$ cat src/rtl/cpu_run_controller_if.sv
// cpu_run_controller_if
// Board-side and CPU-side signals of the run controller, bundled for port use.
//   run_btn, step_btn   raw push buttons (asynchronous)
//   tick                one-cycle pacing strobe at the execution rate
//   bp_en, bp_addr      breakpoint enable and breakpoint PC value
//   pc_addr             current program counter
//   HALT_flag           HALT instruction decoded at the current PC
//   cpu_paused          instruction loader owns iRAM/PC
//   cpu_step_en         one-cycle advance strobe to the CPU
//   run_state           00 STOPPED, 01 RUNNING, 10 STEP, 11 HALTED
//   bp_hit              sticky: breakpoint caused the last stop
//   instr_count         saturating count of issued strobes
// master: drives the inputs (board/loader/CPU side); slave: the controller.
interface cpu_run_controller_if #(
   parameter int CNT_W = 16
);
   logic             run_btn;
   logic             step_btn;
   logic             tick;
   logic             bp_en;
   logic [7:0]       bp_addr;
   logic [7:0]       pc_addr;
   logic             HALT_flag;
   logic             cpu_paused;
   logic             cpu_step_en;
   logic [1:0]       run_state;
   logic             bp_hit;
   logic [CNT_W-1:0] instr_count;

   modport master (
      output run_btn, step_btn, tick, bp_en, bp_addr, pc_addr, HALT_flag, cpu_paused,
      input  cpu_step_en, run_state, bp_hit, instr_count
   );

   modport slave (
      input  run_btn, step_btn, tick, bp_en, bp_addr, pc_addr, HALT_flag, cpu_paused,
      output cpu_step_en, run_state, bp_hit, instr_count
   );
endinterface

$ cat src/rtl/cpu_run_controller.sv
// cpu_run_controller
// Gates CPU execution with a registered one-cycle cpu_step_en strobe.
// Modes: free-run on tick, single step, breakpoint-on-PC and HALT.
// Ports:
//   clk   system clock (single domain)
//   rst   synchronous, active-high reset
//   bus   cpu_run_controller_if.slave: buttons, tick, breakpoint, PC, HALT,
//         loader pause in; step strobe, run state, bp_hit, instr_count out
module cpu_run_controller #(
   parameter int DEBOUNCE_CYCLES = 1000000,
   parameter int CNT_W           = 16
) (
   input logic                  clk,
   input logic                  rst,
   cpu_run_controller_if.slave  bus
);
   localparam int DB_W = (DEBOUNCE_CYCLES > 1) ? $clog2(DEBOUNCE_CYCLES) : 1;
   localparam logic [DB_W-1:0] DB_LAST = DB_W'(DEBOUNCE_CYCLES - 1);

   typedef enum logic [1:0] {
      ST_STOPPED = 2'b00,
      ST_RUNNING = 2'b01,
      ST_STEP    = 2'b10,
      ST_HALTED  = 2'b11
   } state_t;

   function automatic logic [CNT_W-1:0] sat_inc(input logic [CNT_W-1:0] v);
      return (&v) ? v : v + CNT_W'(1);
   endfunction

   // index 0 = run button, index 1 = step button
   logic [1:0]      raw;
   logic [1:0]      sync_p0;
   logic [1:0]      sync_p1;
   logic [1:0]      deb;
   logic [1:0]      press;
   logic [DB_W-1:0] db_cnt [2];

   state_t           state, state_n;
   logic             step_en, step_en_n;
   logic             skip, skip_n;
   logic             bp_hit, bp_hit_n;
   logic             cnt_clr;
   logic [CNT_W-1:0] count;
   logic             run_press, step_press, bp_match;

   assign raw = {bus.step_btn, bus.run_btn};

   // Stage p0/p1: two-flop synchronizer, then debounce with press detect
   always_ff @(posedge clk) begin
      if (rst) begin
         sync_p0 <= '0;
         sync_p1 <= '0;
         deb     <= '0;
         press   <= '0;
         for (int i = 0; i < 2; i++) db_cnt[i] <= '0;
      end else begin
         sync_p0 <= raw;
         sync_p1 <= sync_p0;
         for (int i = 0; i < 2; i++) begin
            press[i] <= 1'b0;
            if (sync_p1[i] != deb[i]) begin
               // accepted on the DEBOUNCE_CYCLES-th consecutive differing cycle
               if (db_cnt[i] == DB_LAST) begin
                  deb[i]    <= sync_p1[i];
                  db_cnt[i] <= '0;
                  press[i]  <= sync_p1[i];
               end else begin
                  db_cnt[i] <= db_cnt[i] + DB_W'(1);
               end
            end else begin
               db_cnt[i] <= '0;
            end
         end
      end
   end

   // run beats step when both pulse together
   assign run_press  = press[0];
   assign step_press = press[1] & ~press[0];
   assign bp_match   = bus.bp_en && (bus.pc_addr == bus.bp_addr) && !skip;

   // Stage p2: mode control; the strobe is registered from this decision
   always_comb begin
      state_n   = state;
      step_en_n = 1'b0;
      skip_n    = skip;
      bp_hit_n  = bp_hit;
      cnt_clr   = 1'b0;
      if (bus.cpu_paused) begin
         state_n  = ST_STOPPED;
         bp_hit_n = 1'b0;
         skip_n   = 1'b0;
         cnt_clr  = 1'b1;
      end else if (bus.HALT_flag) begin
         state_n = ST_HALTED;
      end else begin
         case (state)
            ST_STOPPED: begin
               if (run_press) begin
                  state_n  = ST_RUNNING;
                  skip_n   = 1'b1;
                  bp_hit_n = 1'b0;
               end else if (step_press) begin
                  state_n  = ST_STEP;
                  bp_hit_n = 1'b0;
               end
            end
            ST_RUNNING: begin
               if (bus.tick && bp_match) begin
                  state_n  = ST_STOPPED;
                  bp_hit_n = 1'b1;
               end else if (run_press) begin
                  state_n = ST_STOPPED;
               end else if (bus.tick && !step_en) begin
                  // a tick landing on a live strobe is dropped, keeping strobes apart
                  step_en_n = 1'b1;
                  skip_n    = 1'b0;
               end
            end
            ST_STEP: begin
               if (bus.tick && !step_en) begin
                  step_en_n = 1'b1;
                  state_n   = ST_STOPPED;
               end
            end
            ST_HALTED: begin
               state_n = ST_STOPPED;
            end
            default: state_n = ST_STOPPED;
         endcase
      end
   end

   always_ff @(posedge clk) begin
      if (rst) begin
         state   <= ST_STOPPED;
         step_en <= 1'b0;
         skip    <= 1'b0;
         bp_hit  <= 1'b0;
         count   <= '0;
      end else begin
         state   <= state_n;
         step_en <= step_en_n;
         skip    <= skip_n;
         bp_hit  <= bp_hit_n;
         if (cnt_clr)
            count <= '0;
         else if (step_en)
            count <= sat_inc(count);
      end
   end

   assign bus.cpu_step_en = step_en;
   assign bus.run_state   = state;
   assign bus.bp_hit      = bp_hit;
   assign bus.instr_count = count;
endmodule

$ cat src/flat_wrapper.sv
// flat-port wrapper written by rule: the top's interface ports become plain ports
module cpu_run_controller_flat 
#(
   parameter int DEBOUNCE_CYCLES = 1000000,
   parameter int CNT_W           = 16
)
  (clk, rst, bus_run_btn, bus_step_btn, bus_tick, bus_bp_en, bus_bp_addr, bus_pc_addr, bus_HALT_flag, bus_cpu_paused, bus_cpu_step_en, bus_run_state, bus_bp_hit, bus_instr_count);
  cpu_run_controller_if #(.CNT_W(CNT_W)) bus_i ();
  input logic clk;
  input logic rst;
  input wire logic [$bits(bus_i.run_btn)-1:0] bus_run_btn;
  input wire logic [$bits(bus_i.step_btn)-1:0] bus_step_btn;
  input wire logic [$bits(bus_i.tick)-1:0] bus_tick;
  input wire logic [$bits(bus_i.bp_en)-1:0] bus_bp_en;
  input wire logic [$bits(bus_i.bp_addr)-1:0] bus_bp_addr;
  input wire logic [$bits(bus_i.pc_addr)-1:0] bus_pc_addr;
  input wire logic [$bits(bus_i.HALT_flag)-1:0] bus_HALT_flag;
  input wire logic [$bits(bus_i.cpu_paused)-1:0] bus_cpu_paused;
  output wire logic [$bits(bus_i.cpu_step_en)-1:0] bus_cpu_step_en;
  output wire logic [$bits(bus_i.run_state)-1:0] bus_run_state;
  output wire logic [$bits(bus_i.bp_hit)-1:0] bus_bp_hit;
  output wire logic [$bits(bus_i.instr_count)-1:0] bus_instr_count;
  assign bus_i.run_btn = bus_run_btn;
  assign bus_i.step_btn = bus_step_btn;
  assign bus_i.tick = bus_tick;
  assign bus_i.bp_en = bus_bp_en;
  assign bus_i.bp_addr = bus_bp_addr;
  assign bus_i.pc_addr = bus_pc_addr;
  assign bus_i.HALT_flag = bus_HALT_flag;
  assign bus_i.cpu_paused = bus_cpu_paused;
  assign bus_cpu_step_en = bus_i.cpu_step_en;
  assign bus_run_state = bus_i.run_state;
  assign bus_bp_hit = bus_i.bp_hit;
  assign bus_instr_count = bus_i.instr_count;
  cpu_run_controller #(.DEBOUNCE_CYCLES(DEBOUNCE_CYCLES), .CNT_W(CNT_W)) u_core (.clk(clk), .rst(rst), .bus(bus_i));
endmodule
$ cat config.mk
export PLATFORM = sky130hd
export DESIGN_NAME = cpu_run_controller_flat
export DESIGN_NICKNAME = d
export VERILOG_FILES = /design/src/rtl/cpu_run_controller_if.sv /design/src/rtl/cpu_run_controller.sv /design/src/flat_wrapper.sv
export SDC_FILE = /design/constraint.sdc
export NUM_CORES = 1
export LEC_CHECK = 0
export CAP_MARGIN = 20
export CORE_MARGIN = 5
export CORE_UTILIZATION = 52
export CTS_BUF_LIST = sky130_fd_sc_hd__clkbuf_8
export DETAILED_ROUTE_END_ITERATION = 7
export PLACE_DENSITY = 0.78
export SLEW_MARGIN = 0
export SYNTH_ARGS = -nofsm -noshare
export SYNTH_HDL_FRONTEND = slang
export SYNTH_SLANG_ARGS = --single-unit
$ cat constraint.sdc
create_clock -name clk -period 1.8 [get_ports clk]
set_input_delay 0.54 -clock clk [delete_from_list [all_inputs] [get_ports clk]]
set_output_delay 0.54 -clock clk [all_outputs]
set_load 0.01 [all_outputs]
After elaboration in Yosys (flattened, before gate mapping)
Memories as Yosys holds them, arrays and structs flattened.
Cells that the tools add are included.
- bits of input ports: 24
- bits in latches: 0
- memory bits (read-only): 0
- memories: 1
- output and inout port bits: 20
- register bits after elaboration: 29
- logic and storage cells: 117
- memory bits (writable): 40
- equal/unequal tests: 17
- add/subtract/negate cells: 3
- shift operators: 0
- multipliers: 0
- reduce and logical (&&, ||, !) cells: 20
- mux-type cells: 51
- order comparisons: 0
- divide/modulo/power cells: 0
- bitwise operators: 14
- memories (name ; depth ; width ; read ports ; clocked after Yosys merged registers in ; wr ports ; RTL line ; text):
    u_core.db_cnt ; 2 ; 20 ; 2 ; 0 ; 2 ; cpu_run_controller.sv:37 ; logic [DB_W-1:0] db_cnt [2];
- operators by type and width (cell ; count):
    $mux W20 ; 6
    $add A20 B1 Y20 const B ; 2
    $eq A20 B20 Y1 const B ; 2
    $mux W1 ; 35
    $add A16 B1 Y16 const B ; 1
    $reduce_and A16 Y1 ; 1
    $mux W2 ; 6
    $reduce_or A3 Y1 ; 3
    $eq A8 B8 Y1 ; 1
    $ne A4 B2 Y1 const B ; 2
    $pmux W2 S4 ; 1
    $not A1 Y1 ; 7
    $ne A2 B1 Y1 const B ; 3
    $or A1 B1 Y1 ; 6
    $pmux W1 S2 ; 3
    $reduce_and A2 Y1 ; 3
    $reduce_and A6 Y1 ; 1
    $eq A2 B2 Y1 const B ; 2
    $logic_and A1 B1 Y1 ; 4
    $ne A2 B2 Y1 const B ; 2
    $reduce_and A4 Y1 ; 1
    $reduce_or A2 Y1 ; 2
    $ne A3 B1 Y1 const B ; 1
    $ne A3 B2 Y1 const B ; 1
    7 further kinds ; 9

Longest topological paths before layout
Gate-level depths: netlist of the first run.
- depth in word-level cells: 8
- depth in mapped cells: 7
- gate-level depth less buffers: 7

Worst setup path after synthesis of the first run
OpenSTA, ideal clock, no wires.
- path kind: register -> register
- start: reg u_core.state[0] (netlist: u_core.bus.run_state[0])
- end: reg u_core.state[1] (netlist: u_core.bus.run_state[1])
- setup time: 0.059 ns
- slack: -0.040 ns
- arrival: 1.781 ns
- path buffers: 0
- required time: 1.741 ns
- period minus slack after synthesis: 1.840 ns
- stages on the path, launching flop included: 8
- cells stage by stage: dfxtp_1 -> inv_1 -> ha_1 -> or3b_2 -> nand3_1 -> or4_1 -> a211o_1 -> nand2_1
- longest elaborated chain between the ends: 3
- elaborated cells on any way between the ends: 10
- those cells by class: eq/ne (6); mux (2); reduce/logical (2)
- ends and longest elaborated chain (element ; RTL line ; text):
    start: declaration ; cpu_run_controller.sv:39 ; state_t state, state_n;
    start signal: assignment ; cpu_run_controller.sv:143 ; state <= state_n;
    $eq A2 B1 Y1 (tied with other cells) ; cpu_run_controller.sv:98 ; case (state)
    $ne A4 B2 Y1 (no source line) (tied with other cells) ; - ;
    $reduce_and A3 Y1 (no source line) or $mux W2 (tied branches) ; - ;
Parallel ways exist; a longest one is shown, timed or not.
A chain may end at the register's enable or synchronous reset.

Final worst setup path of the first run
- start: reg u_core.bp_hit (netlist: u_core.bus.bp_hit)
- end: out bus_bp_hit
- RTL lines (element ; RTL line ; text):
    start: declaration ; cpu_run_controller.sv:42 ; logic bp_hit, bp_hit_n;
    start signal: assignment ; cpu_run_controller.sv:146 ; bp_hit <= bp_hit_n;
    end: declaration ; flat_wrapper.sv:21 ; output wire logic [$bits(bus_i.bp_hit)-1:0] bus_bp_hit;
No word-level cell between the ends.

==> flow_metrics.tcl, run 1 <==
set metrics [dict create \
    worst_skew_pair.late_latency_ns 0.34 \
    cpLargestDelayFamily "buffers and inverters" \
    worstRegToRegCells 7 \
    synth_compound_area_share_pct 5.72 \
    postSynth.topFlopCell "sky130_fd_sc_hd__edfxtp_1" \
    globalRouteOverflowTotal 0 \
    regToRegSetupSlack_ns 0.07 \
    antenna_found_initial 0 \
    postSynthAreaPerCell_um2 9.78 \
    ys_async_sr_fraction_pct 0 \
    dpl.hpwl_um 5470 \
    tritoncts "built" \
    r2r-end "u_core.bus.run_state[1]$_SDFFE_PP0P_" \
    route.vias.total 3042 \
    num-nets-final 535 \
    wirelength_um 7630 \
    setup_viol 0 \
    rows 30 \
    crit_chain "clkdlybuf4s50_1" \
    critPathCaptureType "output pin" \
    wl_per_cell_um 12.9 \
    ctsLongestPathBuffers 2 \
    final_period_minus_worst_setup_slack_ns 1.78 \
    hold-path-cell-count 1 \
    synth-seq-cells 69 \
    portBuffers 43 \
    type_of_the_most_critical_hold_path "flop to flop" \
    timing_worst_setup_path_type "flop to output pin" \
    yosys.area_share.simple_pct 26.5 \
    place_ws_ns -0.485 \
    yosysTopAreaCell "sky130_fd_sc_hd__edfxtp_1" \
    antenna_cells 0 \
    hold-worst-slack_ns 0.451 \
    dominant_combinational_cell_family_by_area_after_synthesis "simple AND/OR/NAND/NOR gates" \
    share_of_final_layout_standard_cells_stronger_than_drive_strength_1_pct 21.0 \
    floorplan.die.height_um 93.3 \
    min_period_over_period_pct 98.9 \
    vias_per_cell 5.16 \
    numCtsBuffers 9 \
    design.die.area_mm2 0.00870 \
    count_of_flip_flops_with_a_built_in_enable_after_synthesis 40 \
    postLayoutCellArea_mm2 0.00489 \
    grt_first_pass_wirelength_um 12600 \
    synthesis.area_mm2 0.00361 \
    post_placement_cell_area_mm2 0.00454 \
    setup_tns_ns 0 \
    post_synth_num_cell_types 49 \
    worst_ep_arrival_time_ns 1.24 \
    die_width_um 93.3 \
    gr-usage-all-layers_pct 17.8 \
    place_congestion 0.846 \
    worstPathRequired_ns 1.26 \
    timing.hold.worst.start "u_core.sync_p0[1]$_SDFF_PP0_" \
    drt_pre_antenna_iters 4 \
    grt_pass1_vias 2901 \
    clkSlewWorstSetupHoldPaths_ns 0.08 \
    utilization_pct 72.4 \
    synth-xor-area-share_pct 12.9 \
    fmax_mhz 562 \
    drc 0 \
    timing.critical_path.fanout_max 2 \
    synth_largest_type_area_fraction_pct 33.3 \
    worstPathBufferInverterCount 1 \
    placedCellCount 562 \
    worst_path_largest_cell_delay_ns 0.55 \
    drt_first_iter_violations 98 \
    area.growth.synth_to_final_pct 35.7 \
    cts_sinks 69 \
    netlist_instances 369 \
    power_density_mw_per_mm2 644 \
    finalHoldViolCount 0 \
    floorplan.initialDensity_pct 53.4 \
    synth-adder-area-share_pct 2.43 \
    critPathSlowestCell "sky130_fd_sc_hd__clkdlybuf4s50_1" \
    drtAntennaViolNets 0 \
    yosys_warnings 0 \
    synth.area.mux_share_pct 0.832 \
    result_of_the_run "complete, no violations" \
    final.setup.worst_slack_ns 0.0206 \
    grt_start_max_net_pins 21 \
    postCtsHoldBufs 0 \
    synthTopCellsByArea "sky130_fd_sc_hd__edfxtp_1, sky130_fd_sc_hd__dfxtp_1, sky130_fd_sc_hd__nor2_1" \
    finalMaxSlewViolations 0 \
    worst_ir_drop_vdd_mv 0.419 \
    cap_violations 0 \
    hold-path-endpoint "u_core.sync_p1[1]$_SDFF_PP0_" \
    clock-skew-final_ns 0.00622 \
    clock_tree_root "sky130_fd_sc_hd__clkbuf_8" \
    reported_leakage_power_nw 1.99 \
    post_layout_nonfiller_instances 589 \
    cp-start-kind "flop" \
    yosysSeqAreaShare_pct 49.4 \
    placeableCoreArea_mm2 0.00676 \
    io_pins 44 \
    totalPowerFinal_mw 3.15 \
    ctsHtreeMaxLevel 3 \
    rr_startpoint "u_core.bus.run_state[1]$_SDFFE_PP0P_" \
]
-- metal layers --
layer / vias to the layer above / global-route usage [%] / routed length (um) / share of wire (%)
met4: 0 / 6.72 / 104 / 1.4
met5: - / 0 / 0 / 0
met1: 1420 / 22.1 / 3450 / 45
met2: 84 / 30.0 / 3610 / 47
li1: 1530 / - / - / -
met3: 8 / 4.10 / 465 / 6.1
-- cells by family (layout without fill, tap and decap cells) --
group | Yosys count | after routing
AO/OA/AOI/OAI | 32 | 32
XOR/XNOR | 53 | 53
adder cells (fa/ha/maj) | 7 | 7
buffers and inverters | 18 | 119
flip-flops | 69 | 69
multiplexers | 3 | 3
other | 1 | 40
AND/OR/NAND/NOR | 186 | 186
-- state kept, by name, summed over array words and instances (netlist names) --
name / cells
u_core.deb: 2
u_core.press: 2
u_core.sync_p1: 2
u_core.sync_p0: 2
u_core.skip: 1
u_core.bus.cpu_step_en: 1
u_core.bus.instr_count: 16
u_core.db_cnt: 40
u_core.bus.bp_hit: 1
u_core.bus.run_state: 2
-- power by group --
group	leakage, nW	switching (mW)	internal (mW)
clock	0.0924	0.597	0.533
combinational	1.24	0.123	0.146
sequential	0.653	0.0431	1.71
-- layout make-up --
type | instances | area, um2
multi-input cells | 321 | 1980
fillers | 505 | 1860
flip-flops and latches | 69 | 1800
repair buffers | 94 | 813
clock buffers | 10 | 138
well taps | 80 | 100
clock inverters | 6 | 37.5
inverters | 9 | 33.8
-- synth_stat cells (2+ instances only) --
master / instances
sky130_fd_sc_hd__nand3_1: 28
sky130_fd_sc_hd__edfxtp_1: 40
sky130_fd_sc_hd__nand2_1: 28
sky130_fd_sc_hd__a211oi_1: 2
sky130_fd_sc_hd__xnor2_1: 28
sky130_fd_sc_hd__nor2b_1: 5
sky130_fd_sc_hd__o41ai_1: 2
sky130_fd_sc_hd__dfxtp_1: 29
sky130_fd_sc_hd__or4_1: 2
sky130_fd_sc_hd__nor3_1: 10
sky130_fd_sc_hd__nand4_1: 10
sky130_fd_sc_hd__mux2i_1: 3
sky130_fd_sc_hd__and3_1: 9
sky130_fd_sc_hd__buf_4: 2
sky130_fd_sc_hd__nor4_1: 4
sky130_fd_sc_hd__or3_1: 2
sky130_fd_sc_hd__xor2_1: 25
sky130_fd_sc_hd__and4_1: 6
sky130_fd_sc_hd__ha_1: 7
sky130_fd_sc_hd__buf_2: 3
sky130_fd_sc_hd__nor4b_1: 2
sky130_fd_sc_hd__a31o_2: 2
sky130_fd_sc_hd__nor2_1: 67
sky130_fd_sc_hd__clkbuf_1: 3
sky130_fd_sc_hd__a21oi_1: 16
sky130_fd_sc_hd__inv_1: 9
sky130_fd_sc_hd__o21ai_0: 3
-- cell usage in the layout, fill, tap and decap left out, types with 10 or more instances in the layout --
| master | count |
|---|---|
| sky130_fd_sc_hd__dlygate4sd2_1 | 28 |
| sky130_fd_sc_hd__edfxtp_1 | 40 |
| sky130_fd_sc_hd__nand4_1 | 10 |
| sky130_fd_sc_hd__nand3_1 | 26 |
| sky130_fd_sc_hd__clkbuf_8 | 10 |
| sky130_fd_sc_hd__xor2_1 | 25 |
| sky130_fd_sc_hd__conb_1 | 40 |
| sky130_fd_sc_hd__dfxtp_1 | 18 |
| sky130_fd_sc_hd__nand2_1 | 28 |
| sky130_fd_sc_hd__xnor2_1 | 28 |
| sky130_fd_sc_hd__dfxtp_2 | 11 |
| sky130_fd_sc_hd__buf_4 | 47 |
| sky130_fd_sc_hd__nor2_1 | 67 |
| sky130_fd_sc_hd__a21oi_1 | 15 |
-- worst max-delay path by stage --
| stage | from | slack, ns | cells after the start | to |
|---|---|---|---|---|
| floorplan | u_core.bus.run_state[0]$_SDFFE_PP0P_ | 0.02 | 7 | u_core.bus.run_state[1]$_SDFFE_PP0P_ |
| global placement | bus_bp_addr[0] | -0.45 | 6 | u_core.bus.run_state[1]$_SDFFE_PP0P_ |
| detailed placement | bus_bp_addr[4] | -0.49 | 6 | u_core.bus.run_state[1]$_SDFFE_PP0P_ |
| CTS | u_core.bus.run_state[1]$_SDFFE_PP0P_ | -0.004 | 7 | u_core.bus.run_state[1]$_SDFFE_PP0P_ |
| global route | u_core.db_cnt[1][0]$_SDFFCE_PP0P_ | -0.002 | 7 | u_core.db_cnt[1][18]$_SDFFCE_PP0P_ |
| finish | u_core.bus.bp_hit$_SDFFE_PP0P_ | 0.02 | 1 | bus_bp_hit |
-- what timing repair did --
action                                  4_1_cts  5_1_grt
pin swaps                                     7       13
buffers inserted                              1        9
resized for setup                            45       24
gates cloned                                  0        1
endpoints found under the setup margin       38       44
(Power assumes the default switching activity.)
==> run 2, diff against run 1 <==
--- a/config.mk
+++ b/config.mk
@@ -6,7 +6,7 @@
 export NUM_CORES = 1
 export LEC_CHECK = 0
 export CAP_MARGIN = 20
-export CORE_MARGIN = 5
+export CORE_MARGIN = 2
 export CORE_UTILIZATION = 52
 export CTS_BUF_LIST = sky130_fd_sc_hd__clkbuf_8
 export DETAILED_ROUTE_END_ITERATION = 7
==> run 2 against run 1 <==
Net effect:
- largest power group unchanged
- combinational power grew 2%
- global-route usage is 4.2 points higher
- non-clock buffer count is 4 higher
- via count is 3.9% higher
- largest cell class unchanged
- register-to-register slack worse by 0.07 ns
- critical path depth grew 5
- count of clock-buffer cells in the layout unchanged
- sequential share of layout area decreased by 1.1 points
- cell area rose by 3.5%
- critical endpoint is now u_core.db_cnt[0][12]$_SDFFCE_PP0P_
==> flow_metrics.tcl, run 2 (same netlist as run 1, synthesis figures left out) <==
set metrics [dict create \
    utilization_pct 75.0 \
    cts_sinks 69 \
    design.die.area_mm2 0.00762 \
    p_switching_uw 784 \
    timing_worst_setup_path_type "flop to flop" \
    critPathSlowestCell "sky130_fd_sc_hd__edfxtp_1" \
    area.growth.synth_to_final_pct 40.4 \
    io_pins 44 \
    filler_cell_count 453 \
    worstSetupStartpoint "u_core.db_cnt[0][11]$_SDFFCE_PP0P_" \
    post_layout_nonfiller_instances 593 \
    ctsHtreeMaxLevel 3 \
    reported_leakage_power_nw 2.07 \
    worst_path_largest_cell_delay_ns 0.41 \
    timing.critical_path.fanout_max 6 \
    place_congestion 0.849 \
    top_register "u_core.db_cnt" \
    drt_pre_antenna_iters 5 \
    place_ws_ns -0.488 \
    worstPathRequired_ns 1.90 \
    fmax_mhz 556 \
    rsz_0062_raised_after_global_routing "yes" \
    power_density_mw_per_mm2 738 \
    drc 0 \
    multiInputGateArea_mm2 0.00201 \
    endpoint "u_core.db_cnt[0][12]$_SDFFCE_PP0P_" \
    finalHoldViolCount 0 \
    wirelength_um 8580 \
    portBuffers 43 \
    globalRouteOverflowTotal 0 \
    worst_ep_arrival_time_ns 1.90 \
    power.sequential.fraction_pct 47.0 \
    r2r-end "u_core.db_cnt[0][12]$_SDFFCE_PP0P_" \
    antenna_cells 0 \
    wl_per_cell_um 14.5 \
    tritoncts "built" \
    share_of_final_layout_standard_cells_stronger_than_drive_strength_1_pct 23.6 \
    cpLargestDelayFamily "simple AND/OR/NAND/NOR gates" \
    grt_first_pass_wirelength_um 13300 \
    power_frac_comb_pct 7.3 \
    final.setup.worst_slack_ns 0.00118 \
    flip_flop_count_of_the_largest_register_all_copies_and_words_added 40 \
    ff_latch_area_mm2 0.00180 \
    totalPowerFinal_mw 3.74 \
    regToRegSetupSlack_ns 0.001 \
    worst-path-stages 6 \
    gr-usage-all-layers_pct 22.0 \
    vias_per_cell 5.33 \
    clock-skew-final_ns 0.0146 \
    switching_part_of_the_total_power_pct 21.0 \
    clkSlewWorstSetupHoldPaths_ns 0.08 \
    power.share.clock_pct 45.7 \
    cap_violations 0 \
    rows 30 \
    placeableCoreArea_mm2 0.00676 \
    crit_chain "nor4_2 > nand4_1 > nor3_2 > or3_4 > buf_4 > nor2_1" \
    floorplan.die.height_um 87.3 \
    min_period_over_period_pct 99.9 \
    final_period_minus_worst_setup_slack_ns 1.80 \
    layout.cells.most_common "sky130_fd_sc_hd__nor2_1" \
    route.vias.total 3162 \
    floorplan.initialDensity_pct 53.4 \
    dpl.hpwl_um 5470 \
    drt_first_iter_violations 149 \
    grt_pass1_vias 3011 \
    antenna_found_initial 0 \
    result_of_the_run "complete, no violations" \
    num-nets-final 539 \
    die_width_um 87.3 \
    finalMaxSlewViolations 0 \
    worstPathBufferInverterCount 1 \
    type_of_the_most_critical_hold_path "flop to flop" \
    rr_startpoint "u_core.db_cnt[0][11]$_SDFFCE_PP0P_" \
    worst_ir_drop_vdd_mv 0.445 \
    cp-start-kind "flop" \
    ctsLongestPathBuffers 2 \
    numCtsBuffers 9 \
    most-common-layout-cells "sky130_fd_sc_hd__nor2_1, sky130_fd_sc_hd__buf_4, sky130_fd_sc_hd__edfxtp_1, sky130_fd_sc_hd__conb_1" \
    worst_skew_pair.late_latency_ns 0.35 \
    grt_start_max_net_pins 13 \
    clock_tree_root "sky130_fd_sc_hd__clkbuf_8" \
    hold-worst-slack_ns 0.446 \
    design_internal_power_mw 2.95 \
    worstRegToRegCells 6 \
    drtAntennaViolNets 0 \
    setup_viol 0 \
    critPathCaptureType "flop" \
    placedCellCount 565 \
]
==> run 2: cell types whose count changed in the layout (fill, tap and decap cells not counted), sizes merged <==
cell	delta
clkdlybuf4s50	-1
bufinv	+4
clkinv	-2
dlymetal6s2s	+1
buf	+4
clkinvlp	-1
inv	-1
==> run 2: layout make-up <==
type / count / share of cell area (%)
Timing Repair Buffer: 98 / 16.7
Sequential cell: 69 / 35.6
Multi-Input combinational cell: 321 / 39.8
Tap cell: 80 / 1.98
Clock inverter: 6 / 2.64
Inverter: 9 / 0.667
Clock buffer: 10 / 2.72
==> run 2: what timing repair did <==
| item | CTS | global route |
|---|---|---|
| cloned | 1 | 0 |
| setup buffers | 1 | 10 |
| pin swaps | 11 | 20 |
| gates resized for setup | 51 | 32 |
| setup endpoints to repair | 42 | 47 |
| hold buffers | 0 | 0 |
==> run 2: power by group through the flow <==
stage | combinational (mW) | clock, mW | sequential (mW)
after detailed placement | 0.253 | 0 | 1.79
after CTS | 0.251 | 1.71 | 1.75
final | 0.274 | 1.71 | 1.76
after global routing | 0.304 | 1.79 | 1.76
after floorplan | 0.126 | 0 | 1.78
after global placement | 0.247 | 0 | 1.78
==> run 2: layer usage <==
| metal | part of all wire, % | global-route usage [%] | up-vias |
|---|---|---|---|
| met4 | 2.3 | 8.39 | 0 |
| met5 | 0 | 0 | - |
| met2 | 49 | 36.8 | 118 |
| met3 | 5.3 | 4.93 | 25 |
| li1 | - | - | 1539 |
| met1 | 43 | 27.7 | 1480 |
==> run 2: per-stage QoR <==
stage / area (um2) / TNS (ns)
2_1_floorplan: 3760 / 0
3_3_place_gp: 4560 / -7.25
3_5_place_dp: 4560 / -8.66
4_1_cts: 4870 / 0
5_1_grt: 5060 / -1.71
6_report: 5060 / 0
==> run 2: worst min-delay path by stage <==
stage,start,end,slack (ns),cells after the start
detailed placement,u_core.sync_p0[0]$_SDFF_PP0_,u_core.sync_p1[0]$_SDFF_PP0_,0.43,1
global route,u_core.sync_p0[0]$_SDFF_PP0_,u_core.sync_p1[0]$_SDFF_PP0_,0.47,1
floorplan,u_core.sync_p0[0]$_SDFF_PP0_,u_core.sync_p1[0]$_SDFF_PP0_,0.41,1
global placement,u_core.sync_p0[0]$_SDFF_PP0_,u_core.sync_p1[0]$_SDFF_PP0_,0.42,1
CTS,u_core.sync_p0[0]$_SDFF_PP0_,u_core.sync_p1[0]$_SDFF_PP0_,0.44,1
finish,u_core.sync_p0[0]$_SDFF_PP0_,u_core.sync_p1[0]$_SDFF_PP0_,0.45,1
